**config.mk**
```make
export PLATFORM = sky130hd
export DESIGN_NAME = prog_counter
export DESIGN_NICKNAME = d
export VERILOG_FILES = /design/src/rtl/prog_counter.sv
export SDC_FILE = /design/constraint.sdc
export NUM_CORES = 1
export LEC_CHECK = 0
export ABC_AREA = 0
export ABC_CLOCK_PERIOD_IN_PS = 7800
export CORE_MARGIN = 5
export CORE_UTILIZATION = 50
export CTS_CLUSTER_DIAMETER = 120
export CTS_CLUSTER_SIZE = 20
export DETAILED_ROUTE_END_ITERATION = 8
export GPL_TIMING_DRIVEN = 0
export PLACE_DENSITY = 0.85
export SLEW_MARGIN = 10
export SYNTH_ARGS = -nofsm -noshare
export SYNTH_HDL_FRONTEND = slang
export SYNTH_SLANG_ARGS = --single-unit
```
**constraint.sdc**
```tcl
create_clock -name clk -period 7.8 [get_ports clk]
set_input_delay 0.78 -clock clk [delete_from_list [all_inputs] [get_ports clk]]
set_output_delay 0.78 -clock clk [all_outputs]
set_load 0.02 [all_outputs]
```
**src/rtl/prog_counter.sv**
```systemverilog
// Programmable up/down counter with one-shot/wrap modes, sticky completion flag and terminal pulse.
// Optional prescaler enabled by defining PROG_COUNTER_PRESCALE_EN (adds parameter PRESCALE).
module prog_counter #(
  parameter int DWIDTH = 8,
  parameter int STEP   = 1
`ifdef PROG_COUNTER_PRESCALE_EN
  ,
  parameter int PRESCALE = 4
`endif
) (
  input  logic              clk,
  input  logic              reset,
  input  logic              start,
  input  logic              stop,
  input  logic              load,
  input  logic [DWIDTH-1:0] load_val,
  input  logic [DWIDTH-1:0] limit,
  input  logic              dir,
  input  logic              mode,
  output logic [DWIDTH-1:0] count,
  output logic              busy,
  output logic              complete,
  output logic              tc_pulse
);

  typedef enum logic [1:0] {
    IDLE = 2'd0,
    RUN  = 2'd1,
    DONE = 2'd2
  } state_t;

  localparam logic [DWIDTH:0]   STEP_W = (DWIDTH+1)'(STEP);
  localparam logic [DWIDTH-1:0] STEP_D = DWIDTH'(STEP);

  state_t            state, state_n;
  logic [DWIDTH-1:0] count_n, base, base_n, lim_q, lim_n;
  logic              dir_q, dir_n, mode_q, mode_n;
  logic              complete_n, tc_n;
  // Set after a wrap-mode terminal tick: the following tick reloads base.
  logic              reload_pend, reload_n;
  logic              tick_en;

`ifdef PROG_COUNTER_PRESCALE_EN
  localparam int PSW = (PRESCALE > 1) ? $clog2(PRESCALE) : 1;
  logic [PSW-1:0] psc, psc_n;
  assign tick_en = (psc == PSW'(PRESCALE - 1));
`else
  assign tick_en = 1'b1;
`endif

  // Comparisons are one bit wider than the counter so no sum or limit+step can wrap.
  logic [DWIDTH:0] sum_w, limstep_w;
  logic            terminal;

  assign sum_w      = {1'b0, count} + STEP_W;
  assign limstep_w  = {1'b0, lim_q} + STEP_W;
  assign terminal   = dir_q ? ({1'b0, count} <= limstep_w) : (sum_w >= {1'b0, lim_q});
  assign busy       = (state == RUN);

  always_comb begin
    state_n    = state;
    count_n    = count;
    base_n     = base;
    lim_n      = lim_q;
    dir_n      = dir_q;
    mode_n     = mode_q;
    complete_n = complete;
    tc_n       = 1'b0;
    reload_n   = reload_pend;
`ifdef PROG_COUNTER_PRESCALE_EN
    psc_n      = psc;
`endif
    if (load) begin
      count_n    = load_val;
      base_n     = load_val;
      state_n    = IDLE;
      complete_n = 1'b0;
      reload_n   = 1'b0;
`ifdef PROG_COUNTER_PRESCALE_EN
      psc_n      = '0;
`endif
    end else if (stop && state == RUN) begin
      state_n  = IDLE;
      reload_n = 1'b0;
`ifdef PROG_COUNTER_PRESCALE_EN
      psc_n    = '0;
`endif
    end else if (start && state != RUN) begin
      lim_n    = limit;
      dir_n    = dir;
      mode_n   = mode;
      state_n  = RUN;
      reload_n = 1'b0;
      if (state == DONE) begin
        count_n    = base;
        complete_n = 1'b0;
      end
`ifdef PROG_COUNTER_PRESCALE_EN
      psc_n    = '0;
`endif
    end else if (state == RUN) begin
      if (tick_en) begin
`ifdef PROG_COUNTER_PRESCALE_EN
        psc_n = '0;
`endif
        if (reload_pend) begin
          count_n  = base;
          reload_n = 1'b0;
        end else if (terminal) begin
          count_n = lim_q;
          tc_n    = 1'b1;
          if (mode_q) begin
            reload_n = 1'b1;
          end else begin
            state_n    = DONE;
            complete_n = 1'b1;
          end
        end else if (dir_q) begin
          count_n = count - STEP_D;
        end else begin
          count_n = sum_w[DWIDTH-1:0];
        end
      end
`ifdef PROG_COUNTER_PRESCALE_EN
      else begin
        psc_n = psc + 1'b1;
      end
`endif
    end
  end

  always_ff @(posedge clk or posedge reset) begin
    if (reset) begin
      state       <= IDLE;
      count       <= '0;
      base        <= '0;
      lim_q       <= '0;
      dir_q       <= 1'b0;
      mode_q      <= 1'b0;
      complete    <= 1'b0;
      tc_pulse    <= 1'b0;
      reload_pend <= 1'b0;
`ifdef PROG_COUNTER_PRESCALE_EN
      psc         <= '0;
`endif
    end else begin
      state       <= state_n;
      count       <= count_n;
      base        <= base_n;
      lim_q       <= lim_n;
      dir_q       <= dir_n;
      mode_q      <= mode_n;
      complete    <= complete_n;
      tc_pulse    <= tc_n;
      reload_pend <= reload_n;
`ifdef PROG_COUNTER_PRESCALE_EN
      psc         <= psc_n;
`endif
    end
  end

endmodule

```
==> flow_summary.ini <==
[route]
wl_um = 5740
via_count = 2063
routedWlPerCell_um = 16.6
vias_per_cell = 5.96
ant_nets = 0
drc_errors = 0
first_iter_violations = 130
drt_pre_antenna_iters = 4

[yosys]
synth-main-ff-cell = dfrtp_1
ys_seq_area_share_pct = 33.0
synth_area_per_cell_um2 = 9.32
async_flop_share_pct = 100
syn_nets = 294
synthesis.area_um2 = 2350
yosysWarnings = 0
syn_inst = 252
ys_seq_elements = 31
synth_edf_count = 0
ys_types = 55

[final_layout]
fin_area_um2 = 2840
drive_gt1_share_pct = 11.6
post-route-util_pct = 61.4
diodes = 0
finalNetCount = 333
nFillCells = 401
area_growth_pct = 20.9

[job]
drv_cap = 0

[sta]
final.min_clock_period_ns = 3.36
finalMaxSlewViolations = 0
hold_viol_final = 0
worstMarginPinSlew_ns = 0.852
tns_ns = 0
timing.final.crit_share_pct = 43.1
max_slew_margin_pct = 42.7
skew_ns = 0.00735
setup_viol = 0
max_freq_ghz = 0.298
rsz0062_at_grt = false

[pwr]
power_density_nw_per_um2 = 277
p_seq_share_pct = 29.5
ir_worst_vdd_v = 0.000141
comb_power_share_pct = 52.4
sw_frac_of_total_pct = 42.7
pwr-share-clk_pct = 18.0
intPower_mw = 0.451
p_leak_nw = 1.18
power_mw = 0.788
p_switching_mw = 0.337

[worst_setup_path]
slowest_delay_ns = 0.56
cp_max_fo = 9
end_kind = register
criticalPathCategory = reg2reg
cp.required_ns = 7.93
critical_path_buf_inv_count = 0
cp_common_cell = ha_1
startpoint_type = register
cp_cell_sequence = ha_1 -> and4_4 -> nand2_1 -> xnor2_1 -> ha_1 -> and4_1 -> a22o_1 -> a311o_2 -> o21ai_2 -> mux2i_1 -> o22ai_1
crit_path_top_delay_cell = dfrtp_1
arrival_ns = 3.49
critical-path-top-delay-family = compound AO/OA/AOI/OAI gates

[die]
io_pins = 34
die_w_um = 78.5
initial_core_util_pct = 50.7
fp-row-count = 25
die_h_um = 78.5
core_area_um2 = 4630
dieArea_um2 = 6170

[cts]
cts_tree = done
clock_path_buffers = 2
cts_root_buffer = clkbuf_8
postCtsHoldBufs = 0
clock_latency_ns = 0.28
cts_setup_buffers = 0
cts.sinks = 31
cts_buffers = 5
cts_resized = 0
clkSlewWorstSetupHoldPaths_ns = 0.07
htree_levels = 2

[placed_design]
hpwl_um = 4510
gp_congestion = 0.894
post_dp_cell_area_um2 = 2740
io_buffers = 32

[global_routing]
grt_pass1_wl_um = 10000
grt_pass1_vias = 2082
grt_overflow = 0
antenna_found_initial = 0
grt_usage_pct = 20.4
grt_max_degree = 32

[worst_hold_path]
min_path_type = reg2reg

[outcome]
outcome = finished clean
==> Yosys cell counts (2+ instances only) <==
| master | number | area (um^2) |
|---|---|---|
| o22a_1 | 3 | 26.3 |
| a221oi_1 | 4 | 35.0 |
| nor2b_1 | 3 | 18.8 |
| xnor2_1 | 12 | 105 |
| inv_1 | 18 | 67.6 |
| buf_2 | 3 | 15.0 |
| nor2_1 | 18 | 67.6 |
| buf_6 | 2 | 22.5 |
| a31oi_1 | 2 | 12.5 |
| a22o_1 | 2 | 17.5 |
| or4_4 | 2 | 22.5 |
| a21oi_1 | 11 | 55.1 |
| or3_1 | 2 | 12.5 |
| ha_1 | 19 | 238 |
| a211oi_1 | 9 | 67.6 |
| o211ai_1 | 4 | 30.0 |
| clkbuf_1 | 3 | 11.3 |
| mux2_2 | 8 | 90.1 |
| nor3_1 | 3 | 15.0 |
| a21o_1 | 2 | 15.0 |
| nand4_1 | 7 | 43.8 |
| mux2i_1 | 3 | 30.0 |
| nor4b_1 | 2 | 17.5 |
| and3_1 | 4 | 25.0 |
| nand3_1 | 6 | 30.0 |
| nand2_1 | 19 | 71.3 |
| o21ai_0 | 14 | 70.1 |
| a221o_1 | 3 | 30.0 |
| nand2b_1 | 3 | 18.8 |
| xor2_1 | 6 | 52.6 |
| dfrtp_1 | 31 | 776 |
==> flip-flops by register name (all words and copies together) (netlist names) <==
signal	cells
dir_q	1
lim_q	8
complete	1
mode_q	1
reload_pend	1
count	8
base	8
state	2
tc_pulse	1
==> cells in the final DEF, fill, tap and decap left out, drive strengths merged, types with 2 or more instances in the layout <==
master | Yosys | final
o22a | 3 | 3
o21ai | 15 | 15
nor4b | 2 | 2
and3 | 4 | 4
nor2b | 3 | 3
o211ai | 5 | 5
nand2b | 3 | 3
dfrtp | 31 | 31
nor2 | 18 | 18
or3 | 2 | 2
a21oi | 12 | 12
a22o | 2 | 2
buf | 6 | 6
a31oi | 2 | 2
mux2 | 8 | 8
inv | 18 | 18
clkdlybuf4s50 | 0 | 32
a221oi | 5 | 5
or4 | 3 | 3
xor2 | 6 | 6
nor3 | 4 | 4
ha | 19 | 19
nand3 | 6 | 6
a221o | 3 | 3
nand2 | 19 | 19
xnor2 | 12 | 12
and4 | 2 | 2
clkbuf | 3 | 10
a211oi | 9 | 9
nand4 | 7 | 7
mux2i | 3 | 3
a21o | 2 | 2
==> logic make-up (layout without fill, tap and decap cells) <==
logic type,Yosys count,count (layout),synth area share (%)
and+or+nand+nor,79,79,18.4
adders and majority gates,19,19,10.1
xor gates and xnor gates,18,18,6.71
DFF,31,31,33.0
buffers and inverters,27,67,5.11
muxes,11,11,5.11
AOI/OAI and AO/OA,67,67,21.5
==> worst reg2reg max path: cells and delay by family (launching register included) <==
family / cells / cell delay [ns]
AND/OR/NAND/NOR: 3 / 0.57
multiplexers: 1 / 0.33
AO/OA/AOI/OAI: 4 / 1.02
adder cells (fa/ha/maj): 2 / 0.62
XOR/XNOR: 1 / 0.13
flip-flops: 1 / 0.56
==> metal layers <==
metal  wire length, um  track usage (%)  up-vias
li1                  -                -     1018
met5                 0                0        -
met1              2530             26.1      975
met4                94             5.94        0
met2              2830             34.6       60
met3               283             3.78       10
==> power groups by stage <==
stage | clock (mW) | sequential [mW] | combinational (mW)
global placement | 0 | 0.233 | 0.395
finish | 0.142 | 0.233 | 0.413
detailed placement | 0 | 0.235 | 0.406
CTS | 0.146 | 0.232 | 0.411
floorplan | 0 | 0.236 | 0.285
global route | 0.154 | 0.236 | 0.461
==> path summary, 6_finish.rpt <==
kind / start / to / slack, ns / cells past startpoint
min in group asynchronous: reset / lim_q[2]$_DFFE_PP0P_ / 0.90 / 2
setup / recovery: count[1]$_DFFE_PP0P_ / count[5]$_DFFE_PP0P_ / 4.44 / 11
hold reg to reg: base[0]$_DFFE_PP0P_ / base[0]$_DFFE_PP0P_ / 0.51 / 1
hold / removal: base[0]$_DFFE_PP0P_ / base[0]$_DFFE_PP0P_ / 0.51 / 1
max in group asynchronous: reset / count[1]$_DFFE_PP0P_ / 6.46 / 2
setup reg to reg: count[1]$_DFFE_PP0P_ / count[5]$_DFFE_PP0P_ / 4.44 / 11
==> through the flow <==
stage / setup WS, ns / hold WS, ns / cells
6_report: 4.44 / 0.508 / 346
5_1_grt: 4.34 / 0.543 / 346
4_1_cts: 4.49 / 0.511 / 346
3_5_place_dp: 4.51 / 0.498 / 338
3_3_place_gp: 4.59 / 0.491 / 338
2_1_floorplan: 4.73 / 0.466 / 252
==> final cells by class <==
| class | instances | area, um^2 | area share, % |
|---|---|---|---|
| Clock buffer | 7 | 96.3 | 3.39 |
| Multi-Input combinational cell | 194 | 1450 | 51.1 |
| Buffer | 9 | 52.6 | 1.85 |
| Inverter | 18 | 67.6 | 2.38 |
| Timing Repair Buffer | 32 | 320 | 11.3 |
| Sequential cell | 31 | 776 | 27.3 |
| Tap cell | 54 | 67.6 | 2.38 |
| Clock inverter | 1 | 7.51 | 0.264 |
(Power assumes the default switching activity.)
